## src/rtl/div8_seq_if.sv

```systemverilog
// Controller-facing port bundle of the sequential divider.
// Handshake: start is sampled only while busy=0 and done=0 (IDLE); the cycle after
// acceptance busy rises, and done pulses for one cycle with quotient/remainder valid.
interface div8_seq_if;
  logic       start;
  logic [7:0] dividend;
  logic [7:0] divisor;
  logic       busy;
  logic       done;
  logic [7:0] quotient;
  logic [7:0] remainder;
  logic       div_by_zero;
  logic [1:0] dbg_state;

  modport master (
    output start, dividend, divisor,
    input  busy, done, quotient, remainder, div_by_zero, dbg_state
  );

  modport slave (
    input  start, dividend, divisor,
    output busy, done, quotient, remainder, div_by_zero, dbg_state
  );
endinterface

```

## src/rtl/fsb8.sv

```systemverilog
// 8-bit ripple-borrow subtractor: dif = a - b, bor = borrow out of the MSB.
module fsb8 (
  input  logic [7:0] a,
  input  logic [7:0] b,
  output logic [7:0] dif,
  output logic [0:0] bor
);
  logic [8:0] c;

  assign c[0] = 1'b0;

  for (genvar i = 0; i < 8; i++) begin : g_bit
    assign dif[i]   = a[i] ^ b[i] ^ c[i];
    assign c[i + 1] = (~a[i] & b[i]) | (~(a[i] ^ b[i]) & c[i]);
  end

  assign bor = c[8];
endmodule

```

## src/rtl/div8_seq.sv

```systemverilog
// Sequential 8-bit unsigned restoring divider, one quotient bit per clock,
// reusing a single fsb8 for the trial subtraction.
module div8_seq (
  input  logic      clk,
  input  logic      rst,
  div8_seq_if.slave bus
);
  typedef enum logic [1:0] {IDLE = 2'd0, RUN = 2'd1, DONE = 2'd2} state_t;

  state_t     state;
  logic [7:0] r, q, d;
  logic [2:0] cnt;
  logic       busy_r, done_r, dz_r;
  logic [7:0] quot_r, rem_r;

  logic [7:0] s, dif, new_r, new_q;
  logic [0:0] bor;

  // R stays below 128 before the last step, so the shifted value fits in 8 bits.
  assign s = {r[6:0], q[7]};

  fsb8 u_sub (
    .a   (s),
    .b   (d),
    .dif (dif),
    .bor (bor)
  );

  assign new_r = bor[0] ? s : dif;
  assign new_q = {q[6:0], ~bor[0]};

  always_ff @(posedge clk or posedge rst) begin
    if (rst) begin
      state  <= IDLE;
      r      <= 8'd0;
      q      <= 8'd0;
      d      <= 8'd0;
      cnt    <= 3'd0;
      busy_r <= 1'b0;
      done_r <= 1'b0;
      quot_r <= 8'd0;
      rem_r  <= 8'd0;
      dz_r   <= 1'b0;
    end else begin
      case (state)
        IDLE: begin
          if (bus.start) begin
            q      <= bus.dividend;
            d      <= bus.divisor;
            r      <= 8'd0;
            cnt    <= 3'd0;
            busy_r <= 1'b1;
            state  <= RUN;
          end
        end
        RUN: begin
          r   <= new_r;
          q   <= new_q;
          cnt <= cnt + 3'd1;
          if (cnt == 3'd7) begin
            quot_r <= new_q;
            rem_r  <= new_r;
            dz_r   <= (d == 8'd0);
            busy_r <= 1'b0;
            done_r <= 1'b1;
            state  <= DONE;
          end
        end
        DONE: begin
          done_r <= 1'b0;
          state  <= IDLE;
        end
        default: state <= IDLE;
      endcase
    end
  end

  assign bus.busy        = busy_r;
  assign bus.done        = done_r;
  assign bus.quotient    = quot_r;
  assign bus.remainder   = rem_r;
  assign bus.div_by_zero = dz_r;
  assign bus.dbg_state   = state;
endmodule

```

## src/flat_wrapper.sv

```systemverilog
// flat-port wrapper written by rule: the top's interface ports become plain ports
module div8_seq_flat 
  (clk, rst, bus_start, bus_dividend, bus_divisor, bus_busy, bus_done, bus_quotient, bus_remainder, bus_div_by_zero, bus_dbg_state);
  div8_seq_if bus_i ();
  input  logic clk;
  input  logic rst;
  input wire logic [$bits(bus_i.start)-1:0] bus_start;
  input wire logic [$bits(bus_i.dividend)-1:0] bus_dividend;
  input wire logic [$bits(bus_i.divisor)-1:0] bus_divisor;
  output wire logic [$bits(bus_i.busy)-1:0] bus_busy;
  output wire logic [$bits(bus_i.done)-1:0] bus_done;
  output wire logic [$bits(bus_i.quotient)-1:0] bus_quotient;
  output wire logic [$bits(bus_i.remainder)-1:0] bus_remainder;
  output wire logic [$bits(bus_i.div_by_zero)-1:0] bus_div_by_zero;
  output wire logic [$bits(bus_i.dbg_state)-1:0] bus_dbg_state;
  assign bus_i.start = bus_start;
  assign bus_i.dividend = bus_dividend;
  assign bus_i.divisor = bus_divisor;
  assign bus_busy = bus_i.busy;
  assign bus_done = bus_i.done;
  assign bus_quotient = bus_i.quotient;
  assign bus_remainder = bus_i.remainder;
  assign bus_div_by_zero = bus_i.div_by_zero;
  assign bus_dbg_state = bus_i.dbg_state;
  div8_seq u_core (.clk(clk), .rst(rst), .bus(bus_i));
endmodule
```

## config.mk

```make
export PLATFORM = sky130hd
export DESIGN_NAME = div8_seq_flat
export DESIGN_NICKNAME = d
export VERILOG_FILES = /design/src/rtl/div8_seq_if.sv /design/src/rtl/fsb8.sv /design/src/rtl/div8_seq.sv /design/src/flat_wrapper.sv
export SDC_FILE = /design/constraint.sdc
export NUM_CORES = 1
export LEC_CHECK = 0
export BUFFER_PORTS_ARGS = -buffer_cell sky130_fd_sc_hd__buf_2
export CORE_MARGIN = 8
export CORE_UTILIZATION = 35
export CTS_CLUSTER_SIZE = 10
export DETAILED_ROUTE_END_ITERATION = 10
export PLACE_DENSITY = 0.59
export SLEW_MARGIN = 20
export SYNTH_ARGS = -nofsm -noshare
export SYNTH_HDL_FRONTEND = slang
export SYNTH_SLANG_ARGS = --single-unit
```

## constraint.sdc

```tcl
create_clock -name clk -period 4.5 [get_ports clk]
set_clock_uncertainty 0.2 [all_clocks]
set_input_delay 0.45 -clock clk [delete_from_list [all_inputs] [get_ports clk]]
set_output_delay 0.45 -clock clk [all_outputs]
set_load 0.005 [all_outputs]
```

==> results of run 1 <==
registers in the layout, summed over array words and instances, names as in the netlist:
name,flops
u_core.r,7
u_core.q,8
u_core.bus.remainder,8
u_core.bus.div_by_zero,1
u_core.bus.busy,1
u_core.bus.quotient,8
u_core.cnt,3
u_core.bus.done,1
u_core.d,8
u_core.bus.dbg_state,2
layout make-up:
| type | instances | area (um^2) |
|---|---|---|
| Clock buffer | 8 | 100 |
| Fill cell | 589 | 3440 |
| Inverter | 15 | 56.3 |
| Multi-Input combinational cell | 112 | 880 |
| Timing Repair Buffer | 41 | 210 |
| Tap cell | 75 | 93.8 |
| Sequential cell | 47 | 1180 |
per-stage QoR:
stage               instance area (um^2)  hold slack, ns  worst slack, ns   util  cells
finish                              2520           0.169            0.513  0.422    298
global route                        2520           0.174            0.339  0.422    298
CTS                                 2520           0.177            0.489  0.422    298
detailed placement                  2420           0.266            0.536  0.406    290
global placement                    2420           0.256            0.664  0.406    290
floorplan                           2160           0.259            0.675      -    183
worst max-delay path, cell delays in order (launching register included):
cell     delay (ns)
dfrtp_1        0.36
inv_1          0.08
ha_1           0.14
inv_1          0.05
fa_1           0.37
fa_1           0.40
fa_1           0.39
fa_1           0.40
fa_1           0.38
inv_1          0.08
fa_1           0.18
fa_1           0.18
buf_4          0.20
mux2_2         0.36
o21ai_0        0.14
kinds of logic after synthesis:
| group | share of synthesized area |
|---|---|
| AND/OR/NAND/NOR | 0.0804 |
| AO/OA/AOI/OAI | 0.119 |
| multiplexers | 0.126 |
| adder cells (fa/ha/maj) | 0.0822 |
| flip-flops | 0.544 |
| buffers and inverters | 0.0492 |
where the power goes:
part | internal, uW | switching, uW
registers | 621 | 149
logic | 402 | 373
clock network | 140 | 134
total | 1160 | 656
worst max path at each step:
stage                startpoint                 endpoint  slack [ns]  cells past startpoint
global route        u_core.q[7]  u_core.bus.remainder[0]        0.34                     14
CTS                 u_core.q[7]  u_core.bus.remainder[0]        0.49                     14
detailed placement  u_core.q[7]  u_core.bus.remainder[0]        0.54                     14
finish              u_core.q[7]  u_core.bus.remainder[0]        0.51                     14
floorplan           u_core.q[7]              u_core.r[0]        0.68                     14
global placement    u_core.q[7]  u_core.bus.remainder[0]        0.66                     14
cells in the final DEF, fill, tap and decap left out:
cell type,count
mux2i_1,5
nor3b_1,1
a22oi_1,1
o21ai_0,22
o22a_1,1
a22o_1,2
a31oi_1,7
clkbuf_1,1
nand2_1,23
a21oi_1,3
mux2_4,8
o21bai_2,1
and3_1,1
o2bb2ai_1,1
a21o_1,1
mux2_2,9
dfrtp_1,47
nor2_1,1
ha_1,3
inv_2,2
buf_4,2
clkbuf_8,7
and2_1,6
buf_2,39
o22ai_1,3
nor2b_1,2
nor4_1,2
nand3b_1,1
inv_1,13
o21bai_1,1
fa_1,7
routing by layer:
| layer | part of all wire | track usage | vias to the layer above |
|---|---|---|---|
| met2 | 0.45 | 0.148 | 25 |
| met1 | 0.49 | 0.144 | 696 |
| met4 | 0.011 | 0.0390 | 0 |
| li1 | - | - | 697 |
| met3 | 0.041 | 0.0262 | 4 |
| met5 | 0 | 0 | - |
==> key figures, run 1 <==
GRT
  • Initial antenna violation count: 0
  • First-pass GRT wire length: between 7000 and 8000 um
  • Gr ovfl total: 0
  • GR Util All Layers: 0.102
  • Vias in the first global route: 1470
  • Largest net degree at the start of global routing: 48

Synthesis
  • Async set-reset flop share out of synthesis: 1.00
  • Synthesized area per cell: 11.8 um^2
  • Yosys top cell area share: 0.544
  • Number of flops mapped to enable cells by yosys: 0
  • Number of synthesized register bits: 47
  • Area contributors post-synth: dfrtp_1 54%, fa_1 6.5%, mux2_4 5.6%
  • Post-synth top area cell: dfrtp_1
  • Post-synthesis sequential area ratio: 0.544
  • Synth Cell Area: between 2000 and 2500 um^2
  • Unique masters post-synth: 31
  • Total nets after synthesis: 212
  • Most frequent cell after synthesis: dfrtp_1
  • Synth cell count leaders: 47 x dfrtp_1, 23 x nand2_1, 22 x o21ai_0, 14 x inv_1, 9 x mux2_2
  • Synth Instances: 183
  • Most common flop cell mapped by yosys: dfrtp_1
  • Synth warn: 0

Place
  • Post-DP HPWL: 3160 um
  • Port-buffer cells: 39
  • Final Wtd Congestion: 0.812

Clock network
  • H-tree Lvls: 2
  • Clock sink count: 47
  • Worst-path clk slew: 0.08 ns
  • Hold-fix buffers, CTS: 0
  • Clk buf depth: 2
  • Cts bufs inserted: 5
  • CTS tree: built
  • Root Driver: clkbuf_8
  • CTS resizes: 0
  • Worst skew pair latency: 0.29 ns
  • Post-CTS Setup Inserts: 0

Timing
  • Slew Limit Fails: 0
  • Headroom to the max-slew limit: 0.366
  • Setup TNS: 0 ns
  • RSZ-0062 raised after global routing: no
  • Worst-Margin Slew: 0.950 ns
  • Fin crit period: ~4 ns
  • FMAX: between 200 and 300 MHz
  • Final critical-path share of the clock period: 0.886
  • Final setup fails: 0
  • Final Hold Violating Endpoints: 0

Floorplanning
  • Num ports: 40
  • Row Count: 28
  • Chip Height: 94.6 um
  • Die W: 94.6 um
  • Core Area: 5960 um^2
  • Die Area: just under 9000 um^2
  • Starting density of the core: 0.363

Pwr
  • Leakage: 0.00120 uW
  • VDD IR max: around 250 uV
  • Total power: about 1800 uW
  • Power density cells: 723 nW/um^2

Critical path
  • Reg2reg path depth: 14
  • R2r setup slk: about 0.51 ns
  • Crit path DAT: between 3 and 4 ns
  • Crit path required time: roughly 4.5 ns
  • FF-to-FF Start: u_core.q[7]
  • Crit path capture type: flop
  • Kind of start point of the critical path: flop
  • Worst reg2reg path endpoint: u_core.bus.remainder[0]
  • Crit path kind: flop to flop
  • Critical-path maximum fanout: 11

Route
  • First drt pass iteration count: 4
  • Antenna Nets Post-Route: 0
  • Drt via density: 4.77
  • DR vias: approximately 1400
  • Wire length per cell: roughly 15 um
  • DR iter-0 viols: 67
  • Drt total wl: 4340 um
  • DRC errors left: 0

Min path
  • Worst hold path class: primary input to asynchronous set/reset pin

Cells and area
  • Share of cells above drive strength 1: 0.305
  • Fin nets: 251
  • Synthesis-to-finish area growth: 16.4%
  • Diode count: 0

Flow run
  • Max_cap viols: 0

Outcome
  • Status: finished clean
Note: power is estimated with default switching activity, not from simulation.
==> run 2: changes to the inputs <==
Settings changed: CORE_MARGIN 8 to 2.
==> run 2 against run 1 <==
- final cell count down 0.34%
- highest routed layer unchanged
- core utilization down 0.38 points
- largest power group is now sequential cells
- clock power down 10%
==> key figures, run 2 (synthesis results as in run 1) <==
Cells and area
  • Fin nets: 250 (was 251)
  • Most frequent cells in the layout: 47 x dfrtp_1, 39 x buf_2, 23 x nand2_1, 22 x o21ai_0, 13 x inv_1 (unchanged)
  • Synthesis-to-finish area growth: 15.3% (was 16.4%)
  • Commonest non-fill, non-tap cell in the layout: dfrtp_1 (unchanged)
  • Diode count: 0 (unchanged)
  • Fillcell total: 609 (was 589)
  • Share of cells above drive strength 1: 0.302 (was 0.305)

Route
  • Drt via density: 4.86 (was 4.77)
  • First drt pass iteration count: 4 (unchanged)
  • Antenna Nets Post-Route: 0 (unchanged)
  • DR vias: 1442 (was 1422)
  • Wire length per cell: 14.2 um (was 14.6 um)
  • Drt total wl: 4210 um (was 4340 um)
  • DRC errors left: 0 (unchanged)
  • DR iter-0 viols: 99 (was 67)

Critical path
  • Crit-path leading delay family: adder cells (unchanged)
  • Crit path buffers/inverters: 3 (was 4)
  • Crit path required time: 4.51 ns (about the same)
  • Critical-path maximum fanout: 11 (unchanged)
  • Kind of start point of the critical path: flop (unchanged)
  • Max incr delay on CP: 0.53 ns (was 0.40 ns)
  • Cell seen most often among critical-path stages: fa_1 (unchanged)
  • Critical Path, Cell by Cell: inv_1 > ha_1 > inv_1 > fa_1 > fa_1 > fa_1 > fa_1 > fa_1 > inv_1 > fa_1 > fa_1 > mux2_2 > o21ai_0 (was inv_1 > ha_1 > inv_1 > fa_1 > fa_1 > fa_1 > fa_1 > fa_1 > inv_1 > fa_1 > fa_1 > buf_4 > mux2_2 > o21ai_0)
  • Crit path kind: flop to flop (unchanged)
  • Slowest CP cell: fa_1 (unchanged)
  • Crit path DAT: 4.23 ns (was 3.99 ns)
  • Crit path capture type: flop (unchanged)

Floorplanning
  • Die W: 82.6 um (was 94.6 um)
  • Starting density of the core: 0.363 (unchanged)
  • Row Count: 28 (unchanged)
  • Chip Height: 82.6 um (was 94.6 um)
  • Num ports: 40 (unchanged)
  • Core Area: 5960 um^2 (unchanged)
  • Die Area: 6820 um^2 (was 8950 um^2)

Pwr
  • NetSw: 662 uW (was 656 uW)
  • Leakage: 0.00119 uW (was 0.00120 uW)
  • Reg power frac: 0.432 (was 0.423)
  • Switching share of power: 0.370 (was 0.361)
  • Cell-internal power: 1130 uW (was 1160 uW)
  • Comb power frac: 0.431 (was 0.426)
  • Clk pwr share: 0.137 (was 0.151)
  • Power density cells: 717 nW/um^2 (was 723 nW/um^2)
  • VDD IR max: 261 uV (was 251 uV)

Clock network
  • Clock sink count: 47 (unchanged)
  • Post-CTS Setup Inserts: 0 (unchanged)
  • Worst-path clk slew: 0.09 ns (was 0.08 ns)
  • Clk buf depth: 2 (unchanged)
  • CTS tree: built (unchanged)
  • Hold-fix buffers, CTS: 0 (unchanged)
  • CTS resizes: 0 (unchanged)
  • Root Driver: clkbuf_8 (unchanged)
  • Cts bufs inserted: 5 (unchanged)
  • Worst skew pair latency: 0.30 ns (was 0.29 ns)
  • H-tree Lvls: 2 (unchanged)

GRT
  • Largest net degree at the start of global routing: 48 (unchanged)
  • Gr ovfl total: 0 (unchanged)
  • GR Util All Layers: 0.143 (was 0.102)
  • Initial antenna violation count: 0 (unchanged)
  • Vias in the first global route: 1488 (was 1470)
  • First-pass GRT wire length: 7300 um (was 7350 um)

Timing
  • RSZ-0062 raised after global routing: no (unchanged)
  • Hold Slack: 0.153 ns (was 0.169 ns)
  • Final setup fails: 0 (unchanged)
  • FMAX: 237 MHz (was 251 MHz)
  • Slew Limit Fails: 0 (unchanged)
  • Fin crit period: 4.22 ns (was 3.99 ns)
  • Final critical-path share of the clock period: 0.937 (was 0.886)
  • Final Hold Violating Endpoints: 0 (unchanged)
  • Setup TNS: 0 ns (unchanged)
  • Headroom to the max-slew limit: 0.365 (was 0.366)
  • Worst-Margin Slew: 0.951 ns (was 0.950 ns)

Place
  • Port-buffer cells: 39 (unchanged)
  • Final Wtd Congestion: 0.815 (was 0.812)
  • Post-DP HPWL: 3010 um (was 3160 um)

Min path
  • Worst hold path class: primary input to asynchronous set/reset pin (unchanged)

Outcome
  • Status: finished clean (unchanged)

Flow run
  • Max_cap viols: 0 (unchanged)
==> run 2: cell types whose count changed in the layout (fill, tap and decap cells not counted) <==
cell and change:
clkbuf_8 -2, buf_4 -1, clkinv_2 +1, clkinvlp_4 +1
==> run 2: cell type report <==
type,count,area (um^2),area share
inverters,15,56.3,0.0226
clock inverters,2,12.5,0.00502
well taps,75,93.8,0.0376
repair buffers,40,203,0.0813
clock buffers,6,72.6,0.0291
flip-flops and latches,47,1180,0.472
multi-input cells,112,880,0.353
==> run 2: per-stage QoR <==
stage	worst slack (ns)	cell area, um^2	utilization	power (uW)	std cells
after global placement	0.460	2410	0.404	1540	289
after floorplan	0.675	2160	-	1320	183
after detailed placement	0.331	2410	0.404	1560	289
after CTS	0.276	2490	0.419	1810	297
after global routing	0.0287	2490	0.419	1970	297
final	0.283	2490	0.419	1790	297
==> run 2: final timing paths <==
path | startpoint | cells past startpoint | to | slack (ns)
worst max-delay path | u_core.q[7] | 13 | u_core.bus.remainder[6] | 0.28
worst min-delay path | rst | 2 | u_core.bus.quotient[3] | 0.15
worst max register to register | u_core.q[7] | 13 | u_core.bus.remainder[6] | 0.28
worst min register to register | u_core.bus.remainder[1] | 2 | u_core.bus.remainder[1] | 0.27
max in group asynchronous | rst | 2 | u_core.bus.quotient[0] | 3.34
min in group clk | bus_divisor[7] | 2 | u_core.d[7] | 0.17
==> run 2: per-layer routing <==
layer / vias up / global-route usage / share of wire
met4: 0 / 0.0672 / 0.015
met3: 5 / 0.0272 / 0.043
li1: 696 / - / -
met2: 31 / 0.219 / 0.47
met5: - / 0 / 0
met1: 710 / 0.196 / 0.47
==> run 2: worst register-to-register path: stages (launching register included) <==
cell     delay, ns
dfrtp_1       0.38
inv_1         0.10
ha_1          0.15
inv_1         0.04
fa_1          0.38
fa_1          0.39
fa_1          0.39
fa_1          0.39
fa_1          0.37
inv_1         0.07
fa_1          0.18
fa_1          0.53
mux2_2        0.41
o21ai_0       0.16
==> run 2: power by group through the flow <==
stage / logic, uW / clock network, uW / registers (uW)
final: 770 / 246 / 771
after global routing: 898 / 271 / 802
after CTS: 783 / 253 / 776
after detailed placement: 779 / 0 / 782
after global placement: 758 / 0 / 777
after floorplan: 581 / 0 / 743
==> run 3: changes to the inputs <==
Settings changed: REMOVE_ABC_BUFFERS from default to 1, SKIP_CTS_REPAIR_TIMING from default to 1.
==> run 3 against run 2 <==
- routed wire length is 0.17% lower
- critical path depth stayed put
- clock-buffer cell count stayed put
- flip-flop and latch count stayed put
- die area stayed put
- register-to-register slack hardly changed
- global-route usage is 0.41 points lower
- via count is 2.5% lower
- worst hold slack worse by 0.10 ns
- power is 1.2% higher
- first-iteration DRC count is 7.1% higher
- critical path type unchanged
==> key figures, run 3 (synthesis results as in run 1) <==
Outcome
  • Status: finished clean (unchanged)

Clock network
  • Clock sink count: 47 (unchanged)
  • Worst skew pair latency: 0.31 ns (was 0.30 ns)
  • Clk buf depth: 2 (unchanged)
  • H-tree Lvls: 2 (unchanged)
  • Cts bufs inserted: 5 (unchanged)
  • Worst-path clk slew: 0.10 ns (was 0.09 ns)
  • CTS tree: built (unchanged)
  • Root Driver: clkbuf_8 (unchanged)

GRT
  • Gr ovfl total: 0 (unchanged)
  • First-pass GRT wire length: 7060 um (was 7300 um)
  • Largest net degree at the start of global routing: 48 (unchanged)
  • Initial antenna violation count: 0 (unchanged)
  • GR Util All Layers: 0.139 (was 0.143)
  • Vias in the first global route: 1368 (was 1488)

Cells and area
  • Most frequent cells in the layout: 47 x dfrtp_1, 39 x buf_2, 23 x nand2_1, 22 x o21ai_0, 13 x inv_1 (unchanged)
  • Diode count: 0 (unchanged)
  • Commonest non-fill, non-tap cell in the layout: dfrtp_1 (unchanged)
  • Share of cells above drive strength 1: 0.306 (was 0.302)
  • Synthesis-to-finish area growth: 16.0% (was 15.3%)
  • Fin nets: 250 (unchanged)

Route
  • DR iter-0 viols: 106 (was 99)
  • Drt via density: 4.73 (was 4.86)
  • Antenna Nets Post-Route: 0 (unchanged)
  • Drt total wl: 4210 um (about the same)
  • DRC errors left: 0 (unchanged)
  • First drt pass iteration count: 4 (unchanged)
  • DR vias: 1406 (was 1442)
  • Wire length per cell: 14.2 um (about the same)

Critical path
  • Reg2reg path depth: 13 (unchanged)
  • Crit path required time: 4.51 ns (about the same)
  • Crit. Startpoint: u_core.q[7] (unchanged)
  • Crit path capture type: flop (unchanged)
  • Crit path DAT: 4.24 ns (was 4.23 ns)
  • Kind of start point of the critical path: flop (unchanged)
  • FF-to-FF Start: u_core.q[7] (unchanged)
  • Critical-path maximum fanout: 11 (unchanged)
  • Worst reg2reg path endpoint: u_core.bus.remainder[0] (was u_core.bus.remainder[6])
  • Crit path to: u_core.bus.remainder[0] (was u_core.bus.remainder[6])
  • R2r setup slk: 0.27 ns (was 0.28 ns)
  • Crit path kind: flop to flop (unchanged)

Timing
  • Slew Limit Fails: 0 (unchanged)
  • Setup TNS: 0 ns (unchanged)
  • Final setup fails: 0 (unchanged)
  • Hold Slack: 0.0492 ns (was 0.153 ns)
  • Fin crit period: 4.23 ns (was 4.22 ns)
  • Worst-Margin Slew: 0.812 ns (was 0.951 ns)
  • Headroom to the max-slew limit: 0.459 (was 0.365)
  • Final critical-path share of the clock period: 0.939 (was 0.937)
  • Final Hold Violating Endpoints: 0 (unchanged)
  • FMAX: 237 MHz (about the same)
  • RSZ-0062 raised after global routing: no (unchanged)

Pwr
  • Reg power frac: 0.426 (was 0.432)
  • Cell-internal power: 1140 uW (was 1130 uW)
  • Power density cells: 721 nW/um^2 (was 717 nW/um^2)
  • NetSw: 669 uW (was 662 uW)
  • Comb power frac: 0.423 (was 0.431)
  • Switching share of power: 0.370 (about the same)
  • Leakage: 0.00120 uW (was 0.00119 uW)
  • VDD IR max: 251 uV (was 261 uV)
  • Clk pwr share: 0.151 (was 0.137)

Floorplanning
  • Chip Height: 82.6 um (unchanged)
  • Row Count: 28 (unchanged)
  • Die Area: 6820 um^2 (unchanged)
  • Starting density of the core: 0.363 (unchanged)
  • Num ports: 40 (unchanged)
  • Core Area: 5960 um^2 (unchanged)
  • Die W: 82.6 um (unchanged)

Place
  • Port-buffer cells: 39 (unchanged)
  • Final Wtd Congestion: 0.767 (was 0.815)
  • Post-DP HPWL: 2990 um (was 3010 um)

Flow run
  • Max_cap viols: 0 (unchanged)

Min path
  • Worst hold path class: primary input to asynchronous set/reset pin (unchanged)
[run 3: layout make-up]
type / instances / area [um^2]
Fill cell: 595 / 3450
Multi-Input combinational cell: 112 / 880
Tap cell: 75 / 93.8
Clock buffer: 6 / 82.6
Inverter: 15 / 57.6
Sequential cell: 47 / 1180
Clock inverter: 2 / 16.3
Timing Repair Buffer: 40 / 203
[run 3: routing by layer]
metal,vias to the layer above,global-route usage,part of all wire
met5,-,0,0
met4,0,0.0508,0.014
met3,4,0.0348,0.048
met2,31,0.201,0.44
met1,676,0.201,0.50
li1,695,-,-
[run 3: worst max-delay path, stage by stage (launching register included)]
cell and delay [ns]:
dfrtp_1 0.38, inv_1 0.10, ha_1 0.15, inv_1 0.04, fa_1 0.37, fa_1 0.40
fa_1 0.40, fa_1 0.40, fa_1 0.38, inv_1 0.08, fa_1 0.17, fa_1 0.51
mux2_2 0.40, o21ai_0 0.15
[run 3: worst min-delay path by stage]
stage | startpoint | slack, ns | end
after detailed placement | u_core.bus.busy | 0.26 | u_core.bus.busy
after global placement | u_core.bus.busy | 0.26 | u_core.bus.busy
final | rst | 0.05 | u_core.bus.quotient[0]
after CTS | bus_divisor[6] | 0.16 | u_core.d[6]
after global routing | rst | 0.13 | u_core.q[1]
after floorplan | u_core.q[1] | 0.26 | u_core.q[1]
[run 3: through the flow]
step	util	power, uW	cells	setup slack (ns)	instance area [um^2]
CTS	0.421	1830	297	0.254	2510
finish	0.421	1810	297	0.275	2510
detailed placement	0.404	1550	289	0.322	2410
floorplan	-	1310	174	0.607	2110
global route	0.421	1990	297	0.0400	2510
global placement	0.404	1540	289	0.429	2410
[run 3: power by group through the flow]
| stage | Combinational, uW | Sequential [uW] | Clock [uW] |
|---|---|---|---|
| floorplan | 556 | 750 | 0 |
| global placement | 763 | 777 | 0 |
| detailed placement | 773 | 780 | 0 |
| CTS | 779 | 773 | 282 |
| global route | 885 | 799 | 305 |
| finish | 766 | 770 | 274 |
